===== src/rtl/mem_test_pkg.sv =====
// Shared definitions for the memory test sequencer: FSM state encoding,
// the data pattern constant and the pattern function.
package mem_test_pkg;

    localparam logic [31:0] PATTERN_XOR = 32'hA5A5_5A5A;

    typedef enum logic [2:0] {
        IDLE,
        WR_STROBE,
        WR_WAIT,
        RD_SETTLE,
        RD_WAIT,
        DONE
    } state_t;

    // Data written to (and expected back from) byte address a.
    function automatic logic [31:0] pattern(input logic [31:0] a);
        return a ^ PATTERN_XOR;
    endfunction

endpackage


===== src/rtl/mem_test_watchdog.sv =====
// Per-access timeout counter for the memory test sequencer.
// Ports:
//   clk, rst_n   clock, asynchronous active-low reset
//   i_load       clear the counter (asserted outside the wait states)
//   i_count      count one cycle spent waiting for the cache
//   o_first_c    counter is at zero (first cycle of a wait)
//   o_expire_c   this waiting cycle is the TIMEOUT_CYCLES-th one
module mem_test_watchdog #(
    parameter int unsigned TIMEOUT_CYCLES = 255
) (
    input  logic clk,
    input  logic rst_n,
    input  logic i_load,
    input  logic i_count,
    output logic o_first_c,
    output logic o_expire_c
);

    localparam int unsigned     CNT_W = 16;
    localparam logic [CNT_W-1:0] LIMIT = CNT_W'(TIMEOUT_CYCLES - 1);

    logic [CNT_W-1:0] r_cnt;

    // Counts waiting cycles; holds at the limit so it can never wrap.
    always_ff @(posedge clk or negedge rst_n) begin
        if (!rst_n) begin
            r_cnt <= '0;
        end else if (i_load) begin
            r_cnt <= '0;
        end else if (i_count && (r_cnt != LIMIT)) begin
            r_cnt <= r_cnt + CNT_W'(1);
        end
    end

    assign o_first_c  = (r_cnt == '0);
    assign o_expire_c = i_count && (r_cnt == LIMIT);

endmodule


===== src/rtl/mem_test_sequencer.sv =====
// Built-in memory test sequencer: writes pattern(addr) to WORD_COUNT words
// starting at BASE_ADDR, reads them back and reports mismatches/timeouts.
// Optional build macro MEM_TEST_SEQUENCER_HALT_ON_ERROR_EN stops the run at
// the first mismatch or timeout.
// Ports:
//   clk, rst_n                 clock, asynchronous active-low reset
//   start                      run request (accepted in IDLE or DONE)
//   address/data_in/write_enable  cache request
//   data_out/data_out_valid    cache response
//   busy/done/pass/timeout     run status
//   err_count/err_addr         mismatch count (saturating), first bad address
module mem_test_sequencer
    import mem_test_pkg::*;
#(
    parameter logic [31:0] BASE_ADDR      = 32'h0000_0000,
    parameter int unsigned WORD_COUNT     = 1024,
    parameter int unsigned TIMEOUT_CYCLES = 255
) (
    input  logic        clk,
    input  logic        rst_n,
    input  logic        start,
    output logic [31:0] address,
    output logic [31:0] data_in,
    output logic [3:0]  write_enable,
    input  logic [31:0] data_out,
    input  logic        data_out_valid,
    output logic        busy,
    output logic        done,
    output logic        pass,
    output logic        timeout,
    output logic [15:0] err_count,
    output logic [31:0] err_addr
);

    localparam int unsigned      IDX_W    = 16;
    localparam int unsigned      ERR_W    = 16;
    localparam logic [IDX_W-1:0] LAST_IDX = IDX_W'(WORD_COUNT - 1);
`ifdef MEM_TEST_SEQUENCER_HALT_ON_ERROR_EN
    localparam logic HALT_ON_ERROR = 1'b1;
`else
    localparam logic HALT_ON_ERROR = 1'b0;
`endif

    state_t           r_state,     w_state_nxt;
    logic [IDX_W-1:0] r_idx,       w_idx_nxt;
    logic [31:0]      r_address,   w_address_nxt;
    logic [31:0]      r_data_in,   w_data_in_nxt;
    logic [3:0]       r_we,        w_we_nxt;
    logic             r_busy,      w_busy_nxt;
    logic             r_done,      w_done_nxt;
    logic             r_pass,      w_pass_nxt;
    logic             r_timeout,   w_timeout_nxt;
    logic [ERR_W-1:0] r_err_count, w_err_count_nxt;
    logic [31:0]      r_err_addr,  w_err_addr_nxt;

    logic        w_in_wait;
    logic        w_wd_first;
    logic        w_wd_expire;
    logic        w_accept;
    logic        w_fail;
    logic        w_step;
    logic [31:0] w_next_addr;

    assign w_in_wait   = (r_state == WR_WAIT) || (r_state == RD_WAIT);
    assign w_next_addr = r_address + 32'd4;

    mem_test_watchdog #(
        .TIMEOUT_CYCLES (TIMEOUT_CYCLES)
    ) u_watchdog (
        .clk        (clk),
        .rst_n      (rst_n),
        .i_load     (!w_in_wait),
        .i_count    (w_in_wait),
        .o_first_c  (w_wd_first),
        .o_expire_c (w_wd_expire)
    );

    // State register and registered outputs.
    always_ff @(posedge clk or negedge rst_n) begin
        if (!rst_n) begin
            r_state     <= IDLE;
            r_idx       <= '0;
            r_address   <= '0;
            r_data_in   <= '0;
            r_we        <= '0;
            r_busy      <= 1'b0;
            r_done      <= 1'b0;
            r_pass      <= 1'b0;
            r_timeout   <= 1'b0;
            r_err_count <= '0;
            r_err_addr  <= '0;
        end else begin
            r_state     <= w_state_nxt;
            r_idx       <= w_idx_nxt;
            r_address   <= w_address_nxt;
            r_data_in   <= w_data_in_nxt;
            r_we        <= w_we_nxt;
            r_busy      <= w_busy_nxt;
            r_done      <= w_done_nxt;
            r_pass      <= w_pass_nxt;
            r_timeout   <= w_timeout_nxt;
            r_err_count <= w_err_count_nxt;
            r_err_addr  <= w_err_addr_nxt;
        end
    end

    // Next state and next values of all registered outputs.
    always_comb begin
        w_state_nxt     = r_state;
        w_idx_nxt       = r_idx;
        w_address_nxt   = r_address;
        w_data_in_nxt   = r_data_in;
        w_timeout_nxt   = r_timeout;
        w_err_count_nxt = r_err_count;
        w_err_addr_nxt  = r_err_addr;
        w_accept        = 1'b0;
        w_fail          = 1'b0;
        w_step          = 1'b0;

        case (r_state)
            IDLE, DONE: begin
                if (start) begin
                    w_state_nxt     = WR_STROBE;
                    w_idx_nxt       = '0;
                    w_address_nxt   = BASE_ADDR;
                    w_data_in_nxt   = pattern(BASE_ADDR);
                    w_timeout_nxt   = 1'b0;
                    w_err_count_nxt = '0;
                    w_err_addr_nxt  = '0;
                end
            end
            WR_STROBE: w_state_nxt = WR_WAIT;
            WR_WAIT: begin
                // Valid on the strobe-following cycle still belongs to the old access.
                w_accept = data_out_valid && !w_wd_first;
                w_step   = w_accept || w_wd_expire;
                w_fail   = !w_accept && w_wd_expire;
            end
            RD_SETTLE: w_state_nxt = RD_WAIT;
            RD_WAIT: begin
                w_accept = data_out_valid;
                w_step   = w_accept || w_wd_expire;
                w_fail   = w_accept ? (data_out != pattern(r_address)) : w_wd_expire;
            end
            default: w_state_nxt = IDLE;
        endcase

        if (w_step && !w_accept) begin
            w_timeout_nxt = 1'b1;
        end

        if (w_fail) begin
            if (r_err_count != '1) begin
                w_err_count_nxt = r_err_count + ERR_W'(1);
            end
            if (r_err_count == '0) begin
                w_err_addr_nxt = r_address;
            end
        end

        // Move to the next word, the read phase, or the end of the run.
        if (w_step) begin
            if (HALT_ON_ERROR && w_fail) begin
                w_state_nxt = DONE;
            end else if (r_idx != LAST_IDX) begin
                w_idx_nxt     = r_idx + IDX_W'(1);
                w_address_nxt = w_next_addr;
                if (r_state == WR_WAIT) begin
                    w_data_in_nxt = pattern(w_next_addr);
                    w_state_nxt   = WR_STROBE;
                end else begin
                    w_state_nxt   = RD_SETTLE;
                end
            end else if (r_state == WR_WAIT) begin
                w_idx_nxt     = '0;
                w_address_nxt = BASE_ADDR;
                w_state_nxt   = RD_SETTLE;
            end else begin
                w_state_nxt = DONE;
            end
        end

        w_we_nxt   = (w_state_nxt == WR_STROBE) ? 4'b1111 : 4'b0000;
        w_busy_nxt = (w_state_nxt != IDLE) && (w_state_nxt != DONE);
        w_done_nxt = (w_state_nxt == DONE);
        w_pass_nxt = w_done_nxt && (w_err_count_nxt == '0) && !w_timeout_nxt;
    end

    assign address      = r_address;
    assign data_in      = r_data_in;
    assign write_enable = r_we;
    assign busy         = r_busy;
    assign done         = r_done;
    assign pass         = r_pass;
    assign timeout      = r_timeout;
    assign err_count    = r_err_count;
    assign err_addr     = r_err_addr;

endmodule


===== config.mk =====
export PLATFORM = sky130hd
export DESIGN_NAME = mem_test_sequencer
export DESIGN_NICKNAME = d
export VERILOG_FILES = /design/src/rtl/mem_test_pkg.sv /design/src/rtl/mem_test_watchdog.sv /design/src/rtl/mem_test_sequencer.sv
export SDC_FILE = /design/constraint.sdc
export NUM_CORES = 1
export LEC_CHECK = 0
export CAP_MARGIN = 40
export CORE_MARGIN = 4
export CORE_UTILIZATION = 50
export CTS_CLUSTER_SIZE = 20
export DETAILED_ROUTE_END_ITERATION = 16
export PLACE_DENSITY = 0.77
export SLEW_MARGIN = 0
export SYNTH_ARGS = -nofsm -noshare
export SYNTH_HDL_FRONTEND = slang
export SYNTH_SLANG_ARGS = --single-unit
export TNS_END_PERCENT = 1

===== constraint.sdc =====
create_clock -name clk -period 3.5 [get_ports clk]
set_input_delay 0.7 -clock clk [delete_from_list [all_inputs] [get_ports clk]]
set_output_delay 0.7 -clock clk [all_outputs]
set_load 0.01 [all_outputs]

**After elaboration in Yosys (flattened, before gate mapping)**

Index checks and enable logic that the tools add are counted.

- Flip-flop bits (word level): 155
- Input bits: 36

- Add/sub/neg operators: 4
- Bitwise logic cells: 2
- Equality and inequality tests: 14
- Multiplexer cells: 39
- Reductions and logical operators: 22

Operator list:

| kind | count |
|---|---|
| 2-to-1 mux 32 bit | 14 |
| 2-to-1 mux 16 bit | 11 |
| adder 16 x 1 -> 16 bit, second input constant | 3 |
| logical NOT 16 bit | 3 |
| adder 32 x 3 -> 32 bit, second input constant | 1 |
| inequality test 32 bit | 1 |
| inverter 16 bit | 2 |
| equality test 16 x 8 -> 1 bit, second input constant | 1 |
| inequality test 16 x 10 -> 1 bit, second input constant | 1 |
| inequality test 16 bit, second input constant | 1 |
| inequality test 16 x 8 -> 1 bit, second input constant | 1 |
| 2-to-1 mux 3 bit | 4 |
| case mux 3 bit (4 select lines) | 1 |
| equality test 3 bit, second input constant | 3 |
| logical AND 1 bit | 8 |
| equality test 3 x 1 -> 1 bit, second input constant | 2 |
| equality test 3 x 2 -> 1 bit, second input constant | 2 |
| case mux 1 bit (2 select lines) | 3 |
| logical NOT 1 bit | 4 |
| 2-to-1 mux 1 bit | 4 |
| 2-to-1 mux 4 bit | 1 |
| OR reduction 2 bit | 2 |
| logical NOT 3 bit | 1 |
| logical OR 1 bit | 3 |
| 4 further kinds | 4 |

**Depth between registers and ports, before layout**

- Depth in word-level cells: 10
- Depth in mapped cells: 11
- Mapped depth without buffers: 11

**Hierarchy**

From an unflattened synthesis, not the netlist that was laid out.

- Cells, all modules: 926
- Area total of the unflattened synthesis: 8,267.9 um2

By module, submodules not included:

| module | cells each | times used | sequential area each (um2) | area an instance (um2) |
|---|---|---|---|---|
| mem_test_sequencer | 817 | 1 | 3,403.3 | 7,290.7 |
| mem_test_watchdog | 109 | 1 | 400.4 | 977.2 |

**Worst setup path after synthesis**

Ideal clock, no wire load.

- Kind: input -> register
- Start point: input data_out[30]
- End point: register r_pass, in the netlist pass
- Data arrival time: 2,836 ps
- Cell stages on the path: 9
- Library setup time: 96 ps
- Buffers on the path: 1
- Required time: 3,404 ps
- Setup slack: 569 ps
- Cells stage by stage: xor2_1 > nor4_2 > nand3_1 > or4_1 > buf_6 > nand2_2 > a2bb2oi_1 > or4b_1 > nor4_2

- Cells in the longest elaborated chain, start to end: 7

Ends and longest elaborated chain:

| what | RTL line | text |
|---|---|---|
| start, declared | mem_test_sequencer.sv:25 | `input logic [31:0] data_out,` |
| inequality test 32 bit | mem_test_sequencer.sv:143 | `w_fail = w_accept ? (data_out != pattern(r_address)) : w_wd_expire;` |
| 2-to-1 mux 1 bit | mem_test_sequencer.sv:143 |  |
| case mux 1 bit (2 select lines) | mem_test_sequencer.sv:120 | `case (r_state)` |
| 2-to-1 mux 16 bit | mem_test_sequencer.sv:152 | `if (w_fail) begin` |
| logical NOT 16 bit | mem_test_sequencer.sv:186 | `w_pass_nxt = w_done_nxt && (w_err_count_nxt == '0) && !w_timeout_nxt;` |
| logical AND 1 bit (2 in series) | mem_test_sequencer.sv:186 |  |
| net w_pass_nxt | mem_test_sequencer.sv:51 | `logic r_pass, w_pass_nxt;` |
| end signal, assigned | mem_test_sequencer.sv:100 | `r_pass <= w_pass_nxt;` |
| end, declared | mem_test_sequencer.sv:51 |  |

The timed path passes the listed nets, and every way through them passes these cells.
A chain may end at the register's enable or synchronous reset.

**Worst setup path in the final report**

Ends and elaborated chain as after synthesis.

==> results.yml <==
final_layout:
  fillers: 1306
  diodes: 0
  final_nets: 1105
  drive_above_1_share_pct: 9.870
  area_growth_pct: 31.03
grt:
  grt_pass1_vias: 7181
  grt.met3_usage_pct: 8.098
  grt_util_met1_pct: 35.07
  overflow: 0
  grtUsageMet2_pct: 40.85
  grt_max_degree: 89
  antenna_found_initial: 1
  grt.busiest_layer: "met2"
  grt_pass1_wl_mm: 37.54
  grt.total_usage_pct: 25.90
run_status:
  status: "finished clean"
route:
  vias_per_cell: 5.651
  antenna_left: 0
  wl_per_cell_um: 18.11
  drtIter0Drc: 612
  drt-total-wl_mm: 23.36
  drcViolationCount: 0
  via_count: 7290
  first_pass_iters: 6
logic_synthesis:
  ys_seq_area_share_pct: 47.00
  yosysTopAreaCell: "dfrtp_1"
  synth-main-ff-cell: "dfrtp_1"
  synth_seq_cells: 152
  ys_warn_count: 0
  netlist_area_mm2: 0.008093
  async_flop_share_pct: 100.0
  synth_cell_types: 68
  yosys-top-cells-area: "dfrtp_1 (47%), o21ai_0 (7.4%), nand2_1 (6.6%), xor2_1 (4.7%), xnor2_1 (3.6%)"
  synth_nets: 949
  synth.top_cell.area_share_pct: 47.00
  synthCells: 905
  synth.avg_cell_area_um2: 8.942
  synth-edff-count: 0
critical_path:
  start_kind: "input port"
  path_common_cell: "nor4_2"
  critPathMaxFanout: 3
  cp.depth: 9
  crit_type: "in -> reg"
  crit_arrival_ns: 3.50
  path_cells: "clkdlybuf4s50_1 -> xor2_1 -> nor4_2 -> nand3_1 -> or4_1 -> nand2_2 -> a2bb2oi_1 -> or4b_1 -> nor4_2"
  worstPathRequired_ns: 3.83
  cp-end-kind: "flop"
  path_buf_inv: 1
  slowest_stage: "or4_1"
  cpPeakStageDelay_ns: 0.65
  path_delay_family: "simple AND/OR/NAND/NOR gates"
  r2r_cells: 11
cts:
  cts-root-buf: "clkbuf_16"
  cts_tree: "done"
  postCtsResizedCells: 0
  clk_pin_slew_ns: 0.06
  worstSkewPairLatency_ns: 0.42
  cts_setup_buffers: 0
  htree_levels: 4
  clockBufferDepth: 2
  numCtsBuffers: 17
  clkSinkCount: 152
  hold_buffers: 0
sta:
  setup_ws_ns: 0.3299
  finalCritPeriodShare_pct: 90.57
  fmax_mhz: 315.4
  hold_violations: 0
  fin_crit_ns: 3.170
  setup_viol: 0
  worstMarginPinSlew_ns: 0.8366
  maxSlewViolCount: 0
  maxSlewHeadroom_pct: 44.22
  setup-tns-final_ns: 0
  rsz0062_at_grt: "false"
  clock_skew_ns: 0.009340
die:
  die_h_um: 135.2
  start_util_pct: 50.95
  fp.coreArea_mm2: 0.01589
  die_width_um: 135.2
  fp-row-count: 46
  ios: 156
  die_area_mm2: 0.01828
placement:
  gp_congestion: 0.9088
  dp_hpwl_mm: 16.69
  dp_slack_ns: -0.08736
  port_buffers: 155
min_path:
  hp-class: "in -> async"
power_and_ir_drop:
  powerDensity_mw_per_mm2: 469.4
  ir_drop_mv: 0.3164
  leakagePower_nw: 4.393
job:
  maxCapViolations: 0
## worst register-to-register path, stage by stage, from the launching register on
cell,delay (ns)
dfrtp_1,0.39
inv_1,0.14
ha_1,0.16
nor4b_1,0.24
a41oi_1,0.29
o32a_4,0.49
nor2_8,0.14
a21oi_4,0.08
buf_12,0.15
a21o_1,0.19
or4b_1,0.53
nor4_2,0.21
## Yosys cell counts (17+ instances only)
library cell  count
xor2_1           43
nor3_1           17
dfrtp_1         152
clkbuf_1         45
nand3_1          54
nand2_1         143
xnor2_1          33
nor2_1           59
and3_1           20
o21ai_0         120
a21oi_1          24
## per-stage QoR
stage	hold slack [ns]	area [µm²]	cells	total power, mW	util (%)
floorplan	0.4044	8093	905	2.683	-
global placement	0.4747	10050	1258	3.255	63.30
detailed placement	0.4861	10050	1258	3.262	63.30
CTS	0.3852	10600	1290	4.986	66.75
global route	0.4211	10600	1290	5.193	66.75
finish	0.3448	10600	1290	4.977	66.75
## per-layer routing
metal  routed length, µm  share of wire, %
met5                   9             0.039
met2               10740                46
met1               10200                44
met4                 405               1.7
met3                1999               8.6
## power by group
part	switching, mW	internal [mW]
sequential	0.101	1.84
combinational	0.807	0.500
clock	0.736	0.992
## cells by family (layout without fill, tap and decap cells)
logic type / count (synthesis) / in the layout / share of synthesized area [%]
AND/OR/NAND/NOR: 376 / 376 / 23.28
multiplexers: 3 / 3 / 0.3865
buffers and inverters: 81 / 250 / 4.360
XOR/XNOR: 77 / 77 / 8.426
adder cells (fa/ha/maj): 8 / 8 / 1.237
flip-flops: 152 / 152 / 47.00
AO/OA/AOI/OAI: 208 / 208 / 15.31
## state kept, by name, summed over array words and instances, names as in the netlist, 3 cells and up
name	cells
err_addr	32
r_idx	16
r_state	3
u_watchdog.r_cnt	16
address	32
data_in	32
err_count	16
## placed cells by master (no fill, tap or decap), types with 4 or more instances in the layout
master | netlist | final
a211oi_1 | 4 | 4
or2_2 | 5 | 5
inv_1 | 13 | 13
nor2b_1 | 4 | 4
nor4_1 | 12 | 12
a21oi_1 | 24 | 24
a21o_1 | 5 | 5
clkinv_2 | 0 | 5
nor3_1 | 17 | 17
xnor2_1 | 33 | 33
nand4_1 | 13 | 13
nand2_1 | 143 | 143
nand2b_1 | 4 | 4
a31oi_1 | 10 | 10
and4_1 | 5 | 5
nor2_1 | 59 | 58
clkbuf_16 | 0 | 17
o21ai_1 | 4 | 4
or3_1 | 11 | 11
clkinvlp_4 | 0 | 4
nor3b_1 | 5 | 5
nand3_1 | 54 | 54
clkdlybuf4s50_1 | 0 | 154
buf_12 | 0 | 5
xor2_1 | 43 | 43
buf_4 | 5 | 44
and3_1 | 20 | 20
ha_1 | 8 | 8
dfrtp_1 | 152 | 152
nor4_2 | 4 | 4
o31ai_1 | 13 | 13
o21ai_0 | 120 | 120
## cell type report
cell class / instances / area [µm²] / share of cell area [%]
Timing Repair Buffer: 204 / 1983 / 18.70
Clock buffer: 20 / 446.7 / 4.212
Sequential cell: 152 / 3804 / 35.87
Tap cell: 216 / 270.3 / 2.549
Inverter: 14 / 52.55 / 0.4956
Clock inverter: 12 / 102.6 / 0.9675
Multi-Input combinational cell: 672 / 3945 / 37.20
## path summary, 6_finish.rpt
kind | from | end | slack, ns
worst max-delay path | data_out[30] | pass | 0.33
worst min-delay path | rst_n | u_watchdog.r_cnt[13] | 0.34
worst max register to register | u_watchdog.r_cnt[0] | pass | 0.38
worst min register to register | r_idx[15] | r_idx[15] | 0.50
max in group asynchronous | rst_n | data_in[28] | 2.36
min in group clk | r_idx[15] | r_idx[15] | 0.50
(Power assumes the default switching activity.)
